File: src/rtl/fetch_queue.sv
// Instruction fetch queue: pipelined in-order bus reads feeding a DEPTH-entry
// FIFO of {word, address, error}, with jump flush and stale-response dropping.
module fetch_queue #(
    parameter int          DEPTH           = 4,
    parameter int          MAX_OUTSTANDING = 2,
    parameter logic [31:0] RESET_ADDR      = 32'h0
) (
    input  logic                       clk,
    input  logic                       rst,
    output logic [31:0]                ib_addr,
    output logic                       ib_req,
    input  logic                       ib_req_ready,
    input  logic                       ib_rsp_valid,
    input  logic [31:0]                ib_rsp_data,
    input  logic                       ib_rsp_err,
    output logic [31:0]                instr,
    output logic [31:0]                instr_addr,
    output logic                       instr_err,
    output logic                       valid,
    input  logic                       ready,
    input  logic                       jmp,
    input  logic [31:0]                jmp_addr,
    output logic [$clog2(DEPTH+1)-1:0] level
);

    localparam int PW = $clog2(DEPTH);
    localparam int LW = $clog2(DEPTH + 1);
    localparam int OW = $clog2(MAX_OUTSTANDING + 1);
    localparam int TW = (MAX_OUTSTANDING > 1) ? $clog2(MAX_OUTSTANDING) : 1;
    localparam int CW = LW + 1;

    logic [31:0]   pc;
    logic [PW-1:0] wp;
    logic [PW-1:0] rp;
    logic [OW-1:0] pending;
    logic [OW-1:0] drop;
    logic          halted;

    logic [31:0]   data_mem [DEPTH];
    logic [31:0]   addr_mem [DEPTH];
    logic          err_mem  [DEPTH];

    logic [31:0]   tag_mem  [MAX_OUTSTANDING];
    logic [TW-1:0] tag_wp;
    logic [TW-1:0] tag_rp;

    logic          accept;
    logic          rsp_live;
    logic          consume;
    logic [CW-1:0] in_use;

    function automatic logic [TW-1:0] tag_next(input logic [TW-1:0] p);
        return (p == TW'(MAX_OUTSTANDING - 1)) ? '0 : p + 1'b1;
    endfunction

    // Slots already claimed: held words plus live (non-dropped) requests in flight.
    always_comb begin
        // NOTE: every always_comb output gets a default first so no latch is inferred.
        in_use   = CW'(level) + CW'(pending) - CW'(drop);
        ib_req   = !rst && !jmp && !halted
                   && (pending < OW'(MAX_OUTSTANDING))
                   && (in_use < CW'(DEPTH));
        accept   = ib_req && ib_req_ready;
        rsp_live = ib_rsp_valid && !jmp && (drop == '0);
        consume  = valid && ready && !jmp;
    end

    assign ib_addr    = pc;
    assign valid      = (level != '0);
    assign instr      = data_mem[rp];
    assign instr_addr = addr_mem[rp];
    assign instr_err  = err_mem[rp];

    // NOTE: state registers use non-blocking assignments so all flops update together.
    always_ff @(posedge clk or posedge rst) begin
        if (rst) begin
            pc      <= RESET_ADDR;
            wp      <= '0;
            rp      <= '0;
            level   <= '0;
            pending <= '0;
            drop    <= '0;
            halted  <= 1'b0;
            tag_wp  <= '0;
            tag_rp  <= '0;
        end else begin
            pending <= pending + OW'(accept) - OW'(ib_rsp_valid);
            if (accept) begin
                pc     <= pc + 32'd4;
                tag_wp <= tag_next(tag_wp);
            end
            if (ib_rsp_valid) begin
                tag_rp <= tag_next(tag_rp);
            end

            if (jmp) begin
                // Every request still unanswered after this cycle belongs to the old stream.
                pc     <= jmp_addr & ~32'h3;
                rp     <= wp;
                level  <= '0;
                halted <= 1'b0;
                drop   <= pending - OW'(ib_rsp_valid);
            end else begin
                if (ib_rsp_valid && (drop != '0)) begin
                    drop <= drop - 1'b1;
                end
                if (rsp_live) begin
                    wp <= wp + 1'b1;
                    if (ib_rsp_err) begin
                        halted <= 1'b1;
                    end
                end
                if (consume) begin
                    rp <= rp + 1'b1;
                end
                case ({rsp_live, consume})
                    2'b10:   level <= level + 1'b1;
                    2'b01:   level <= level - 1'b1;
                    default: level <= level;
                endcase
            end
        end
    end

    // NOTE: storage arrays carry no reset; occupancy is tracked by the pointers and level.
    always_ff @(posedge clk) begin
        if (accept) begin
            tag_mem[tag_wp] <= pc;
        end
        if (rsp_live) begin
            data_mem[wp] <= ib_rsp_data;
            addr_mem[wp] <= tag_mem[tag_rp];
            err_mem[wp]  <= ib_rsp_err;
        end
    end

endmodule

File: config.mk
export PLATFORM = sky130hd
export DESIGN_NAME = fetch_queue
export DESIGN_NICKNAME = d
export VERILOG_FILES = /design/src/rtl/fetch_queue.sv
export SDC_FILE = /design/constraint.sdc
export NUM_CORES = 1
export LEC_CHECK = 0
export BUFFER_PORTS_ARGS = -buffer_cell sky130_fd_sc_hd__buf_2
export CAP_MARGIN = 20
export CORE_MARGIN = 2
export CORE_UTILIZATION = 40
export DETAILED_ROUTE_END_ITERATION = 6
export GPL_TIMING_DRIVEN = 0
export PLACE_DENSITY = 0.69
export SLEW_MARGIN = 20
export SYNTH_ARGS = -nofsm -noshare
export SYNTH_HDL_FRONTEND = slang
export SYNTH_SLANG_ARGS = --single-unit
File: constraint.sdc
create_clock -name clk -period 11.1 [get_ports clk]
set_input_delay 2.22 -clock clk [delete_from_list [all_inputs] [get_ports clk]]
set_output_delay 2.22 -clock clk [all_outputs]
set_load 0.005 [all_outputs]
; After elaboration in Yosys (flattened, before gate mapping)
; Memories as Yosys holds them, arrays and structs flattened.
; Cells that the tools add are included.
[op_classes]
addsub = 13
order_cmp = 2
n_eq_ne = 2
muxes = 17
bitwise = 1
n_reduce_logical = 24
[ops]
columns = op, count
row1 = 2-to-1 mux 32 bit, 2
row2 = adder 32 x 3 -> 32 bit (second input constant), 1
row3 = nonzero test 2 bit, 6
row4 = logical AND 1 bit, 10
row5 = 2-to-1 mux 1 bit, 9
row6 = 2-to-1 mux 2 bit, 4
row7 = case mux 3 bit (2 select lines), 1
row8 = nonzero test 3 bit, 2
row9 = adder 2 x 1 -> 2 bit (second input constant), 2
row10 = adder 3 x 2 -> 4 bit, 1
row11 = less-than comparator 4 x 3 -> 1 bit (second input constant), 1
row12 = AND reduction 2 bit, 2
row13 = subtractor 2 x 1 -> 2 bit, 2
row14 = subtractor 4 x 2 -> 4 bit, 1
row15 = adder 3 x 1 -> 3 bit (second input constant), 1
row16 = logical NOT 1 bit, 3
row17 = 2-to-1 mux 3 bit, 1
row18 = subtractor 3 x 1 -> 3 bit (second input constant), 1
row19 = adder 1 bit (second input constant), 2
row20 = adder 2 x 1 -> 2 bit, 1
row21 = equality test 2 x 1 -> 1 bit (second input constant), 1
row22 = equality test 2 bit (second input constant), 1
row23 = logical NOT 2 bit, 1
row24 = less-than comparator 2 bit (second input constant), 1
row25 = 2 further kinds, 2
[totals]
register_bits = 46
ram_bits = 324
inputBits = 71
elab_cells = 72
mem_count = 4
[memory_table]
columns = name, depth, width, rd, rd_ports_with_merged_regs, wr, line_no
row1 = addr_mem, 4, 32, 1, 0, 1, 40  ; logic [31:0] addr_mem [DEPTH];
row2 = data_mem, 4, 32, 1, 0, 1, 39  ; logic [31:0] data_mem [DEPTH];
row3 = tag_mem, 2, 32, 1, 0, 1, 43  ; logic [31:0] tag_mem [MAX_OUTSTANDING];
row4 = err_mem, 4, 1, 1, 0, 1, 41  ; logic err_mem [DEPTH];

; Longest topological paths before layout
[depth]
ltp_word = 8
mapped_depth = 12
ltp_nobuf = 12

; Least setup slack after synthesis
; No wires, ideal clock.
[synth_timing]
path_kind = input to output
startpoint = in jmp
endpoint = out ib_req
arrival_time_ns = 2.708
path_slack_ns = 6.172
path_stages = 3
n_path_buf = 0
path_cell_list = nor4_2 o21ai_1 inv_1
[synth_between]
elab_chain_len = 5
[synth_rtl]
columns = element, line_no
row1 = from (decl), 21  ; input logic jmp,
row2 = logical NOT 1 bit, 60  ; ib_req = !rst && !jmp && !halted
row3 = logical AND 1 bit (2 in a row), 60
row4 = logical AND 1 bit, 61  ; && (pending < OW'(MAX_OUTSTANDING))
row5 = logical AND 1 bit, 62  ; && (in_use < CW'(DEPTH));
row6 = to (decl), 11  ; output logic ib_req,
; Every way passes these cells.

; Worst setup path after layout
[layout_timing]
startpoint = reg level[1]
endpoint = out ib_req
[layout_between]
elab_chain_len = 4
[layout_rtl]
columns = element, line_no
row1 = from (decl), 23  ; output logic [$clog2(DEPTH+1)-1:0] level
row2 = from (signal assigned), 117  ; 2'b10: level <= level + 1'b1;
row3 = from (signal assigned), 118  ; 2'b01: level <= level - 1'b1;
row4 = from (signal assigned), 119  ; default: level <= level;
row5 = adder 3 x 2 -> 4 bit, 59  ; in_use = CW'(level) + CW'(pending) - CW'(drop);
row6 = subtractor 4 x 2 -> 4 bit, 59
row7 = less-than comparator 4 x 3 -> 1 bit, 62
row8 = logical AND 1 bit, 62
; Every way passes these cells.

==> results.py <==
metrics = {
    "worst_setup_path": {
        "r2r_slack_ns": 7.80,
        "start_kind": "register",
        "rr_endpoint": "pending[1]$_DFF_PP0_",
        "worst-endpoint-arrival_ns": 3.20,
        "required_ns": 8.88,
        "reg2regPathDepth": 12,
        "worst-setup-path-type": "register to output port",
        "crit_fanout": 10,
        "critPathCaptureType": "output port",
        "r2r-start": "level[1]$_DFFE_PP0P_",
    },
    "flow_run": {
        "drv_cap": 0,
    },
    "die": {
        "num_io_pins": 173,
        "start_util": 0.406,
        "die-area_sq_um": 36600,
        "core_area_sq_um": 34500,
        "die_h_um": 191,
        "placementRows": 68,
        "die_w_um": 191,
    },
    "global_routing": {
        "grt_pass1_wl_um": 45800,
        "antenna_found_initial": 1,
        "grt_overflow": 0,
        "grt_pass1_vias": 7829,
        "grt_max_degree": 47,
        "grt_usage": 0.166,
    },
    "sta": {
        "final_hold_viol_count": 0,
        "finalCriticalPeriod_ns": 5.42,
        "max_clock_freq_mhz": 185,
        "finalCritPeriodShare": 0.488,
        "finalWorstSetupSlack_ns": 5.68,
        "setup_viol": 0,
        "rsz0062_at_grt": "false",
        "drv_slew": 0,
        "fin_tns_setup_ns": 0,
        "slew_headroom": 0.412,
        "fin_skew_ns": 0.0155,
        "worst-slew-pin-transition_ns": 0.882,
    },
    "drt": {
        "vias": 7573,
        "routed_wl_um": 30000,
        "drt_first_pass_iters": 5,
        "ant_nets": 0,
        "routedWlPerCell_um": 20.8,
        "drt_iter0_drc": 475,
        "drc": 0,
        "viasPerCell": 5.25,
    },
    "logic_synthesis": {
        "ys_warn_count": 0,
        "synth-async-reset-ratio": 0.124,
        "synth_seq_cells": 356,
        "synth_top_family_by_area": "multiplexers",
        "synthXorXnorAreaFrac": 0.0143,
        "synthSimpleGateAreaFrac": 0.0464,
        "syn_area_sq_um": 14000,
        "synth_edf_count": 312,
        "synthMuxAreaShare": 0.127,
        "ys_seq_area_frac": 0.746,
        "avgSynthCellArea_sq_um": 18.9,
        "synth_ff_type": "edfxtp_1",
        "syn-instance-count": 742,
        "synth_fa_ha_area_frac": 0.0135,
        "synth_compound_area_frac": 0.0365,
        "yosys.cell_types.count": 54,
    },
    "clock_network": {
        "post_cts_buffers": 0,
        "cts_sinks": 356,
        "postCtsHoldBufs": 0,
        "cts_tree": "yes",
        "ctsLongestPathBuffers": 3,
        "clk_latency_ns": 0.53,
        "post_cts_resized": 0,
        "h-tree-depth": 2,
        "cts_made_buffers": 37,
        "cts-root-buf": "clkbuf_16",
        "clkTransAtPathRegs_ns": 0.06,
    },
    "worst_hold_path": {
        "min_to": "pending[0]$_DFF_PP0_",
        "min_path_type": "register to register",
        "min_path_cells": 1,
        "hold_path_startpoint": "pending[0]$_DFF_PP0_",
    },
    "placement": {
        "post-dp-hpwl_um": 19900,
        "place.gp.congestion": 0.851,
        "dp_slack_ns": 5.81,
        "numPortBuffers": 166,
    },
    "power_and_ir_drop": {
        "leakagePower_uw": 0.00587,
        "peakVddDrop_mv": 0.161,
        "power_density_nw_per_um2": 230,
    },
    "cells_and_area": {
        "syn2layout_area_growth_pct": 20.3,
        "n_fill_cell": 2916,
        "drive_gt1_frac": 0.357,
        "multi_input_area_sq_um": 3380,
        "regArea_sq_um": 10500,
        "nNetsFinal": 1043,
        "num_antenna_cells": 0,
    },
    "run_status": {
        "status": "finished, final reports clean",
    },
}
-- sequential cells by signal (all words and copies together), names as in the netlist, 2 cells and up --
name / count
ib_addr: 30
pending: 2
addr_mem: 120
data_mem: 128
level: 3
rp: 2
wp: 2
drop: 2
err_mem: 4
tag_mem: 60
-- how the worst max path moves through the flow --
stage	startpoint	end	slack (ns)	depth (start not counted)
floorplan	jmp	ib_req	6.17	3
global placement	jmp	data_mem[3][6]$_DFFE_PP_	4.81	4
detailed placement	jmp	ib_req	5.81	5
CTS	rp[0]$_DFFE_PP0P_	instr[24]	5.64	4
global route	level[1]$_DFFE_PP0P_	ib_req	5.47	10
finish	level[1]$_DFFE_PP0P_	ib_req	5.68	10
-- layer usage --
layer	up-vias	track usage	part of all wire
met3	39	0.0340	0.065
met4	2	0.0414	0.015
met1	3862	0.227	0.43
met5	-	0	0.00047
li1	3395	-	-
met2	275	0.273	0.49
-- final cells by class --
cell class                      count  share of cell area
Tap cell                          455              0.0337
Multi-Input combinational cell    336               0.200
Clock buffer                       52              0.0624
Clock inverter                     16             0.00949
Buffer                             34             0.00889
Inverter                           19             0.00422
Sequential cell                   356               0.620
Timing Repair Buffer              174              0.0608
-- cells by family (layout without fill, tap and decap cells) --
| kind of cell | Yosys count | in the layout |
|---|---|---|
| DFF | 356 | 356 |
| adders and majority gates | 14 | 14 |
| AOI/OAI and AO/OA | 74 | 74 |
| and+or+nand+nor | 125 | 125 |
| other | 1 | 4 |
| xor gates and xnor gates | 23 | 23 |
| buffers and inverters | 53 | 295 |
| muxes | 96 | 96 |
-- power breakdown --
part / total (uW) / switching (uW) / internal [uW]
Clock: 1220 / 499 / 717
Combinational: 997 / 523 / 474
Sequential: 1670 / 69.6 / 1600
-- through the flow --
| step | hold WS (ns) | cells | area [sq um] | utilization | power, uW |
|---|---|---|---|---|---|
| final | 0.514 | 1442 | 16900 | 0.489 | 3890 |
| after global routing | 0.543 | 1442 | 16900 | 0.489 | 4080 |
| after CTS | 0.514 | 1441 | 16900 | 0.488 | 3940 |
| after detailed placement | 0.500 | 1373 | 15700 | 0.453 | 2720 |
| after global placement | 0.481 | 1366 | 15400 | 0.447 | 2680 |
| after floorplan | 0.468 | 745 | 14000 | - | 2330 |
-- placed cells by master (no fill, tap or decap), types with 3 or more instances in the layout --
master,count
a31oi_1,13
nand2_1,35
edfxtp_1,312
clkbuf_16,38
mux2_2,31
or3_1,8
xor2_1,9
clkbuf_1,27
nand3_1,11
buf_16,6
xnor2_1,14
clkinv_2,5
buf_1,6
clkbuf_8,5
a21oi_1,5
or4_1,7
o2111ai_1,5
o31ai_1,5
buf_2,172
buf_4,4
nor2b_1,3
and2_4,4
conb_1,4
o211ai_1,6
and2_1,4
dfrtp_1,44
nor2_1,27
o21ai_0,14
o21ai_1,11
clkinv_1,4
ha_1,12
mux4_2,63
inv_1,18
and4_1,3
nand4_1,7
-- worst max-delay path, cell delays in order (launching register included) --
cell     delay (ns)
dfrtp_1        0.44
inv_1          0.12
fa_1           0.54
inv_1          0.04
ha_1           0.28
and3b_4        0.19
nor4_2         0.40
buf_2          0.31
o21ai_1        0.16
inv_1          0.08
buf_2          0.11
-- cells in the mapped netlist (all sizes together), types with 2 or more instances --
cell type / n / area, sq um
o211ai: 7 / 57.6
nand2: 35 / 131
o31ai: 5 / 37.5
dfrtp: 44 / 1100
o21ai: 26 / 134
mux4: 63 / 1420
and2: 8 / 50.1
or4: 8 / 63.8
nor4: 3 / 31.3
xor2: 9 / 78.8
xnor2: 14 / 123
a22oi: 2 / 15.0
a31oi: 13 / 81.3
nor2: 29 / 109
nand3: 11 / 55.1
or3: 9 / 57.6
and4: 3 / 26.3
nand4: 7 / 43.8
buf: 16 / 82.6
a21oi: 5 / 25.0
o311ai: 2 / 17.5
mux2i: 2 / 20.0
nor2b: 3 / 18.8
edfxtp: 312 / 9370
clkbuf: 18 / 67.6
ha: 12 / 150
and3: 2 / 12.5
fa: 2 / 40.0
o2111ai: 5 / 43.8
mux2: 31 / 349
nor3: 2 / 10.0
inv: 19 / 71.3
a211o: 3 / 27.5
Note: power is estimated with default switching activity, not from simulation.
